### src/rtl/sd_spi_byte_master.sv
// ============================================================================
// Module   : sd_spi_byte_master
// Function : SPI mode-0 byte master for an SD card. It shifts one byte out on
//            MOSI (MSB first) and captures one byte from MISO. The SCK
//            half-period is CLK_DIV_P system clocks.
// Revision : 1.0 - initial release
// ============================================================================
`default_nettype none

module sd_spi_byte_master #(
  parameter logic [7:0] CLK_DIV_P = 8'd4
) (
  input  logic       clk_p,
  input  logic       rst_n_p,
  input  logic [7:0] data_to_transfer_p,
  input  logic       init_transfer_p,
  input  logic       spi_miso_p,
  output logic       spi_sck_p,
  output logic       spi_mosi_p,
  output logic       transfer_done_p,
  output logic [7:0] spi_data_in_p,
  output logic       busy_p
);

  typedef enum logic [1:0] {
    IDLE     = 2'd0,
    SCK_LOW  = 2'd1,
    SCK_HIGH = 2'd2,
    DONE     = 2'd3
  } state_t;

  state_t     state, state_next;
  logic [7:0] div_cnt, div_cnt_next;
  logic [2:0] bit_cnt, bit_cnt_next;
  logic [7:0] tx_shift, tx_shift_next;
  logic       sck_next, mosi_next, done_next, busy_next;
  logic [7:0] data_in_next;
  logic       div_last;

  // The last cycle of an SCK half-period; the divider never exceeds CLK_DIV_P-1.
  assign div_last = (div_cnt == (CLK_DIV_P - 8'd1));

  // Next-state and next-output decode; every value defaults to a hold.
  always_comb begin
    state_next    = state;
    div_cnt_next  = div_cnt;
    bit_cnt_next  = bit_cnt;
    tx_shift_next = tx_shift;
    sck_next      = spi_sck_p;
    mosi_next     = spi_mosi_p;
    done_next     = transfer_done_p;
    busy_next     = busy_p;
    data_in_next  = spi_data_in_p;
    case (state)
      IDLE: begin
        if (init_transfer_p) begin
          // The byte is captured here, so later input changes cannot disturb it.
          tx_shift_next = data_to_transfer_p;
          mosi_next     = data_to_transfer_p[7];
          data_in_next  = 8'h00;
          bit_cnt_next  = 3'd0;
          div_cnt_next  = 8'd0;
          busy_next     = 1'b1;
          state_next    = SCK_LOW;
        end
      end
      SCK_LOW: begin
        if (div_last) begin
          // On the rising edge, sample MISO into the LSB.
          sck_next     = 1'b1;
          data_in_next = {spi_data_in_p[6:0], spi_miso_p};
          div_cnt_next = 8'd0;
          state_next   = SCK_HIGH;
        end else begin
          div_cnt_next = div_cnt + 8'd1;
        end
      end
      SCK_HIGH: begin
        if (div_last) begin
          sck_next     = 1'b0;
          div_cnt_next = 8'd0;
          if (bit_cnt == 3'd7) begin
            done_next  = 1'b1;
            mosi_next  = 1'b1;
            state_next = DONE;
          end else begin
            // On the falling edge, present the next MOSI bit.
            tx_shift_next = {tx_shift[6:0], 1'b0};
            mosi_next     = tx_shift[6];
            bit_cnt_next  = bit_cnt + 3'd1;
            state_next    = SCK_LOW;
          end
        end else begin
          div_cnt_next = div_cnt + 8'd1;
        end
      end
      DONE: begin
        // Hold the result until the requester drops its request level.
        if (!init_transfer_p) begin
          done_next  = 1'b0;
          busy_next  = 1'b0;
          state_next = IDLE;
        end
      end
      default: state_next = IDLE;
    endcase
  end

  // State and output registers with synchronous active-low reset.
  always_ff @(posedge clk_p) begin
    if (!rst_n_p) begin
      state           <= IDLE;
      div_cnt         <= 8'd0;
      bit_cnt         <= 3'd0;
      tx_shift        <= 8'd0;
      spi_sck_p       <= 1'b0;
      spi_mosi_p      <= 1'b1;
      transfer_done_p <= 1'b0;
      busy_p          <= 1'b0;
      spi_data_in_p   <= 8'h00;
    end else begin
      state           <= state_next;
      div_cnt         <= div_cnt_next;
      bit_cnt         <= bit_cnt_next;
      tx_shift        <= tx_shift_next;
      spi_sck_p       <= sck_next;
      spi_mosi_p      <= mosi_next;
      transfer_done_p <= done_next;
      busy_p          <= busy_next;
      spi_data_in_p   <= data_in_next;
    end
  end

endmodule

`default_nettype wire

### config.mk
export PLATFORM = sky130hd
export DESIGN_NAME = sd_spi_byte_master
export DESIGN_NICKNAME = d
export VERILOG_FILES = /design/src/rtl/sd_spi_byte_master.sv
export SDC_FILE = /design/constraint.sdc
export NUM_CORES = 1
export LEC_CHECK = 0
export CAP_MARGIN = 30
export CORE_AREA = 2 2 69 71
export DETAILED_ROUTE_END_ITERATION = 6
export DIE_AREA = 0 0 71 73
export HOLD_SLACK_MARGIN = 0.15
export PLACE_DENSITY = 0.61
export SLEW_MARGIN = 20
export SYNTH_ARGS = -nofsm -noshare
export SYNTH_HDL_FRONTEND = slang
export SYNTH_SLANG_ARGS = --single-unit
export TNS_END_PERCENT = 10
### constraint.sdc
create_clock -name clk_p -period 2.6 [get_ports clk_p]
set_input_delay 0.39 -clock clk_p [delete_from_list [all_inputs] [get_ports clk_p]]
set_output_delay 0.39 -clock clk_p [all_outputs]
set_load 0.05 [all_outputs]
==> out/metrics.yaml, run 1 <==
floorplanning:
  placeableCoreArea_sq_um: 4540
  initial_core_utilization_pct: 37.6
  count_of_pins_on_the_block_boundary: 24
  horizontal_die_dimension_microns: 71
  floorplan.die.height_microns: 73
  fp-row-count: 25
  die-area_sq_um: 5180
timing:
  max_freq_mhz: 457
  max_slew.worst_pin.slew_ps: 612
  finalClockSkew_ps: 6.05
  period_share_pct: 84.1
  worst_slack_ps: 412
  finalWorstPathRequiredPeriod_ps: 2190
  setup-tns-final_ps: 0
  hold_violations: 0
  slew_headroom_pct: 59.0
  rsz0062_at_grt: "no"
  setup_viol_count_final: 0
  holdWs_ps: 458
  final_max_slew_viol_count: 0
place:
  dp.cells: 262
  dp.final_hpwl_mm: 2.48
  final_weighted_congestion_of_routability_driven_global_placement: 0.739
  place.port_buffers: 23
  placement.setup.worst_slack_ps: 311
drt:
  postRouteWirelength_mm: 3.63
  wl_per_cell_microns: 13.4
  drt-initial-drc-count: 92
  detail_route.drc_violations: 0
  avgViaCountPerCell: 5.41
  routed-via-count: 1462
  remaining_number_of_nets_flagged_by_the_antenna_check_after_routing: 0
  drt_first_pass_iters: 4
worst_setup_path:
  worstPathBufferInverterCount: 0
  worst_setup_end_kind: "flip-flop"
  rr_startpoint: "div_cnt[0]"
  arrival_time_at_the_worst_endpoint_ps: 2400
  max_stage_delay_ps: 580
  setup.worst_path.class: "reg2reg"
  path_cells: "ha_1 > nor4b_4 > nand2_4 > a211oi_4 > mux2i_1"
  cp-start-kind: "flip-flop"
  worst-path-max-fanout: 8
  startpoint: "div_cnt[0]"
  critical-path-slowest-cell: "sky130_fd_sc_hd__a211oi_4"
  cp_top_family: "simple AND/OR/NAND/NOR gates"
  crit_required_ps: 2820
finish:
  multiInputGateArea_sq_um: 996
  final-instance-count-excl-fill: 270
  nNetsFinal: 235
  layout-drive-gt1-share_pct: 12.0
  antenna_cells_inserted: 0
  final.fill_count: 460
  seqCellArea_sq_um: 641
  areaGrowthSynthToFinish_pct: 21.0
clocking:
  insertion_delay_ps: 290
  root_buffer: "sky130_fd_sc_hd__clkbuf_8"
  hold_buf_count_cts: 0
  h-tree-depth: 2
  worst_setup_hold_path_clk_slew_ps: 60
  cts_inserted_buffers: 5
  cts_tree: "yes"
  cts.sink_count: 32
  postCtsSetupBuffers: 0
  cts_max_path_buffers: 2
  post_cts.resized_instances: 0
power_and_ir_drop:
  cellPowerDensity_nw_per_um2: 904
  netSwitchingFraction_pct: 39.9
  share_comb_of_total_power_pct: 45.4
  cellLeakagePower_nw: 0.728
  power.share.sequential_pct: 35.2
  p_sw_w: 0.000745
  clock_power_share_pct: 19.4
  intPower_w: 0.00112
  ir_drop_uv: 348
global_routing:
  grt_max_degree: 23
  grt_pass1_wl_mm: 6.21
  grt_pass1_vias: 1346
  grt_overflow_total: 0
  overall_track_demand_over_capacity_in_global_routing_pct: 15.1
  grt_antenna_before_repair: 0
synth:
  ys_dominant_reg_cell: "sky130_fd_sc_hd__dfxtp_1"
  synth-edff-count: 0
  async_flop_share_pct: 0
  synth.cell_area_sq_um: 1710
  synth_cells: 193
  synth_seq_area_share_pct: 37.5
  netlist-cell-type-count: 40
  syn-mean-instance-area_sq_um: 8.84
  ys.warnings.count: 0
  postSynthRegisterBits: 32
  syn-num-nets: 212
hold_path:
  timing.hold.worst.start: "spi_data_in_p[7]"
  hold_path.class: "reg2reg"
flow_run:
  drv.max_cap_violation_count: 0
outcome:
  status: "complete, no violations"
## metrics by stage
step | util (%) | cell area [sq um] | power, W
after CTS | 45.4 | 2060 | 0.00188
after floorplan | - | 1710 | 0.00131
after global placement | 43.7 | 1980 | 0.00151
after detailed placement | 43.7 | 1980 | 0.00151
after global routing | 45.5 | 2070 | 0.00200
final | 45.5 | 2070 | 0.00187
## power groups by stage
stage,clock network (W),registers [W],logic [W]
global route,0.000398,0.000666,0.000931
global placement,0,0.000666,0.000843
CTS,0.000379,0.000656,0.000843
floorplan,0,0.000724,0.000584
detailed placement,0,0.000667,0.000840
finish,0.000363,0.000657,0.000847
## placed cells by master, fill, tap and decap left out, types with 2 or more instances in the layout
cell type | synthesis | final
sky130_fd_sc_hd__a211oi_1 | 2 | 2
sky130_fd_sc_hd__a21oi_1 | 13 | 13
sky130_fd_sc_hd__a22oi_1 | 2 | 2
sky130_fd_sc_hd__a31oi_1 | 5 | 5
sky130_fd_sc_hd__buf_4 | 0 | 3
sky130_fd_sc_hd__clkbuf_8 | 0 | 5
sky130_fd_sc_hd__clkdlybuf4s50_1 | 0 | 23
sky130_fd_sc_hd__dfxtp_1 | 32 | 32
sky130_fd_sc_hd__ha_1 | 7 | 7
sky130_fd_sc_hd__inv_1 | 6 | 6
sky130_fd_sc_hd__mux2i_1 | 17 | 17
sky130_fd_sc_hd__nand2_1 | 17 | 17
sky130_fd_sc_hd__nand3_1 | 17 | 17
sky130_fd_sc_hd__nand3b_1 | 2 | 2
sky130_fd_sc_hd__nand4_1 | 5 | 5
sky130_fd_sc_hd__nor2_1 | 12 | 12
sky130_fd_sc_hd__nor2b_1 | 2 | 2
sky130_fd_sc_hd__o21ai_0 | 5 | 5
sky130_fd_sc_hd__o221ai_1 | 6 | 6
sky130_fd_sc_hd__or2_2 | 7 | 7
sky130_fd_sc_hd__or3b_1 | 2 | 2
sky130_fd_sc_hd__xnor2_1 | 3 | 3
sky130_fd_sc_hd__xor2_1 | 2 | 2
## final timing paths
kind                           end  slack [ps]  depth (start not counted)
setup / recovery  spi_data_in_p[4]         410                          5
hold / removal    spi_data_in_p[7]         460                          2
setup reg to reg  spi_data_in_p[4]         410                          5
hold reg to reg   spi_data_in_p[7]         460                          2
## cells by family after synthesis
kind of cell | share of synthesized area (%)
buffers and inverters | 4.11
DFF | 37.5
muxes | 10.6
adders and majority gates | 5.13
xor gates and xnor gates | 2.57
and+or+nand+nor | 23.4
AOI/OAI and AO/OA | 16.6
## sequential cells by signal (all words and copies together) (netlist names)
name / flops
bit_cnt: 3
tx_shift: 7
spi_data_in_p: 8
busy_p: 1
spi_sck_p: 1
transfer_done_p: 1
div_cnt: 8
spi_mosi_p: 1
state: 2
## cells in the mapped netlist, drive strengths merged (3+ instances only)
master,number,area (sq um)
a21oi,13,65.1
a211oi,3,35.0
o21ai,5,25.0
mux2i,17,170
ha,7,87.6
nor2,12,45.0
o221ai,6,52.6
xnor2,3,26.3
nand3,17,85.1
inv,6,22.5
a31oi,5,31.3
dfxtp,32,641
nand2,18,75.1
clkbuf,9,33.8
nand4,5,31.3
or2,7,43.8
## layer usage
metal	part of all wire (%)	GRT usage [%]	up-vias
met5	0	0	-
met4	1.5	6.29	0
met3	4.8	5.11	6
met2	43	22.6	34
met1	51	20.0	677
li1	-	-	745
## worst reg2reg max path, cell delays in order (launching register included)
cell and delay [ps]:
sky130_fd_sc_hd__dfxtp_1 400, sky130_fd_sc_hd__ha_1 240, sky130_fd_sc_hd__nor4b_4 510, sky130_fd_sc_hd__nand2_4 140, sky130_fd_sc_hd__a211oi_4 580, sky130_fd_sc_hd__mux2i_1 250
## cell type report
type / count / area share [%]
inverters: 7 / 1.27
clock inverters: 1 / 0.242
flip-flops and latches: 32 / 31.0
well taps: 54 / 3.27
multi-input cells: 143 / 48.2
clock buffers: 6 / 3.51
repair buffers: 27 / 12.5
Note: power is estimated with default switching activity, not from simulation.
==> run 2: changes to the inputs <==
- clock period: 2.6 -> 2.2 ns (I/O delays scaled with it)
==> out/metrics.yaml, run 2 (synthesis results as in run 1) <==
outcome:
  status: "complete, no violations"  # unchanged
flow_run:
  drv.max_cap_violation_count: 0  # unchanged
drt:
  detail_route.drc_violations: 0  # unchanged
  drt_first_pass_iters: 6  # was 4
  routed-via-count: 1453  # was 1462
  postRouteWirelength_mm: 3.71  # was 3.63 mm
  wl_per_cell_microns: 13.4  # about the same
  drt-initial-drc-count: 52  # was 92
  avgViaCountPerCell: 5.25  # was 5.41
  remaining_number_of_nets_flagged_by_the_antenna_check_after_routing: 0  # unchanged
timing:
  setup_viol_count_final: 0  # unchanged
  max_freq_mhz: 506  # was 457 MHz
  hold_violations: 0  # unchanged
  rsz0062_at_grt: "no"  # unchanged
  finalClockSkew_ps: 2.84  # was 6.05 ps
  period_share_pct: 89.8  # was 84.1%
  setup-tns-final_ps: 0  # unchanged
  finalWorstPathRequiredPeriod_ps: 1980  # was 2190 ps
  final_max_slew_viol_count: 0  # unchanged
  slew_headroom_pct: 56.3  # was 59.0%
  max_slew.worst_pin.slew_ps: 652  # was 612 ps
clocking:
  root_buffer: "sky130_fd_sc_hd__clkbuf_8"  # unchanged
  insertion_delay_ps: 290  # about the same
  cts_max_path_buffers: 2  # unchanged
  hold_buf_count_cts: 0  # unchanged
  cts.sink_count: 32  # unchanged
  cts_inserted_buffers: 5  # unchanged
  h-tree-depth: 2  # unchanged
  post_cts.resized_instances: 0  # unchanged
  worst_setup_hold_path_clk_slew_ps: 60  # about the same
  cts_tree: "yes"  # unchanged
  postCtsSetupBuffers: 0  # unchanged
finish:
  layout-drive-gt1-share_pct: 14.8  # was 12.0%
  final.fill_count: 467  # was 460
  layout.core_utilization_pct: 46.8  # was 45.5%
  nNetsFinal: 242  # was 235
  areaGrowthSynthToFinish_pct: 24.3  # was 21.0%
  layout.cells.most_common: "sky130_fd_sc_hd__dfxtp_1"  # unchanged
  antenna_cells_inserted: 0  # unchanged
  largest_registers: "div_cnt x8, spi_data_in_p x8, tx_shift x7"  # unchanged
  layout_common_cells: "sky130_fd_sc_hd__dfxtp_1, sky130_fd_sc_hd__clkdlybuf4s50_1, sky130_fd_sc_hd__mux2i_1, sky130_fd_sc_hd__nand3_1, sky130_fd_sc_hd__nand2_1"  # unchanged
hold_path:
  timing.hold.worst.start: "spi_data_in_p[7]"  # unchanged
  hold_path.class: "reg2reg"  # unchanged
power_and_ir_drop:
  cellLeakagePower_nw: 0.763  # was 0.728 nW
  ir_drop_uv: 550  # was 348 uV
  cellPowerDensity_nw_per_um2: 1070  # was 904 nW/um^2
worst_setup_path:
  crit_required_ps: 2410  # was 2820 ps
  setup.worst_path.class: "reg2reg"  # unchanged
  arrival_time_at_the_worst_endpoint_ps: 2190  # was 2400 ps
  startpoint: "state[0]"  # was div_cnt[0]
  cp-start-kind: "flip-flop"  # unchanged
  worst_setup_end_kind: "flip-flop"  # unchanged
  worst-path-max-fanout: 9  # was 8
  rr_startpoint: "state[0]"  # was div_cnt[0]
global_routing:
  grt_overflow_total: 0  # unchanged
  overall_track_demand_over_capacity_in_global_routing_pct: 15.3  # was 15.1%
  grt_antenna_before_repair: 0  # unchanged
  grt_pass1_wl_mm: 6.21  # unchanged
  grt_max_degree: 17  # was 23
  grt_pass1_vias: 1349  # was 1346
floorplanning:
  die-area_sq_um: 5180  # unchanged
  placeableCoreArea_sq_um: 4540  # unchanged
  count_of_pins_on_the_block_boundary: 24  # unchanged
  floorplan.die.height_microns: 73  # unchanged
  fp-row-count: 25  # unchanged
  horizontal_die_dimension_microns: 71  # unchanged
  initial_core_utilization_pct: 37.6  # unchanged
place:
  dp.final_hpwl_mm: 2.55  # was 2.48 mm
  place.port_buffers: 23  # unchanged
  final_weighted_congestion_of_routability_driven_global_placement: 0.767  # was 0.739
-- run 2: cell types whose count changed in the layout (fill, tap and decap cells not counted) --
cell	change
sky130_fd_sc_hd__buf_2	-1
sky130_fd_sc_hd__buf_4	+8
-- run 2: cell type report --
type,instances,area [sq um],share of cell area [%]
Clock inverter,1,5.00,0.236
Inverter,7,26.3,1.24
Multi-Input combinational cell,143,996,47.0
Clock buffer,6,72.6,3.42
Timing Repair Buffer,34,313,14.7
Sequential cell,32,641,30.2
Tap cell,54,67.6,3.19
-- run 2: worst paths after layout --
kind                 endpoint  slack [ps]  cells past startpoint
max                div_cnt[7]         220                      7
min          spi_data_in_p[7]         460                      2
min reg2reg  spi_data_in_p[7]         460                      2
max reg2reg        div_cnt[7]         220                      7
-- run 2: power breakdown --
group          switching (W)  total [W]  internal [W]
clock network       0.000212   0.000427      0.000215
registers          0.0000823   0.000773      0.000691
logic               0.000591    0.00107      0.000477
-- run 2: worst max-delay path, cell delays in order (launching register included) --
cell and delay [ps]:
sky130_fd_sc_hd__dfxtp_1 380, sky130_fd_sc_hd__inv_1 90, sky130_fd_sc_hd__ha_1 310, sky130_fd_sc_hd__nor2b_1 240, sky130_fd_sc_hd__a211oi_1 250, sky130_fd_sc_hd__buf_4 170, sky130_fd_sc_hd__or3b_1 340, sky130_fd_sc_hd__a31oi_1 130
-- run 2: stage by stage --
stage          worst slack (ps)  std cells  hold WS [ps]  total power (W)  cell area, sq um
3_5_place_dp                128        270           451          0.00186              2040
2_1_floorplan               260        193           457          0.00155              1710
3_3_place_gp                157        270           446          0.00186              2040
4_1_cts                     222        277           466          0.00230              2120
5_1_grt                     100        277           489          0.00244              2120
6_report                    224        277           463          0.00227              2120
-- run 2: per-layer routing --
layer / vias to the layer above / GRT usage [%] / part of all wire, %
met5: - / 0 / 0
met4: 0 / 7.55 / 1.5
met3: 4 / 4.14 / 4.1
met2: 25 / 23.4 / 44
met1: 662 / 19.9 / 50
li1: 762 / - / -
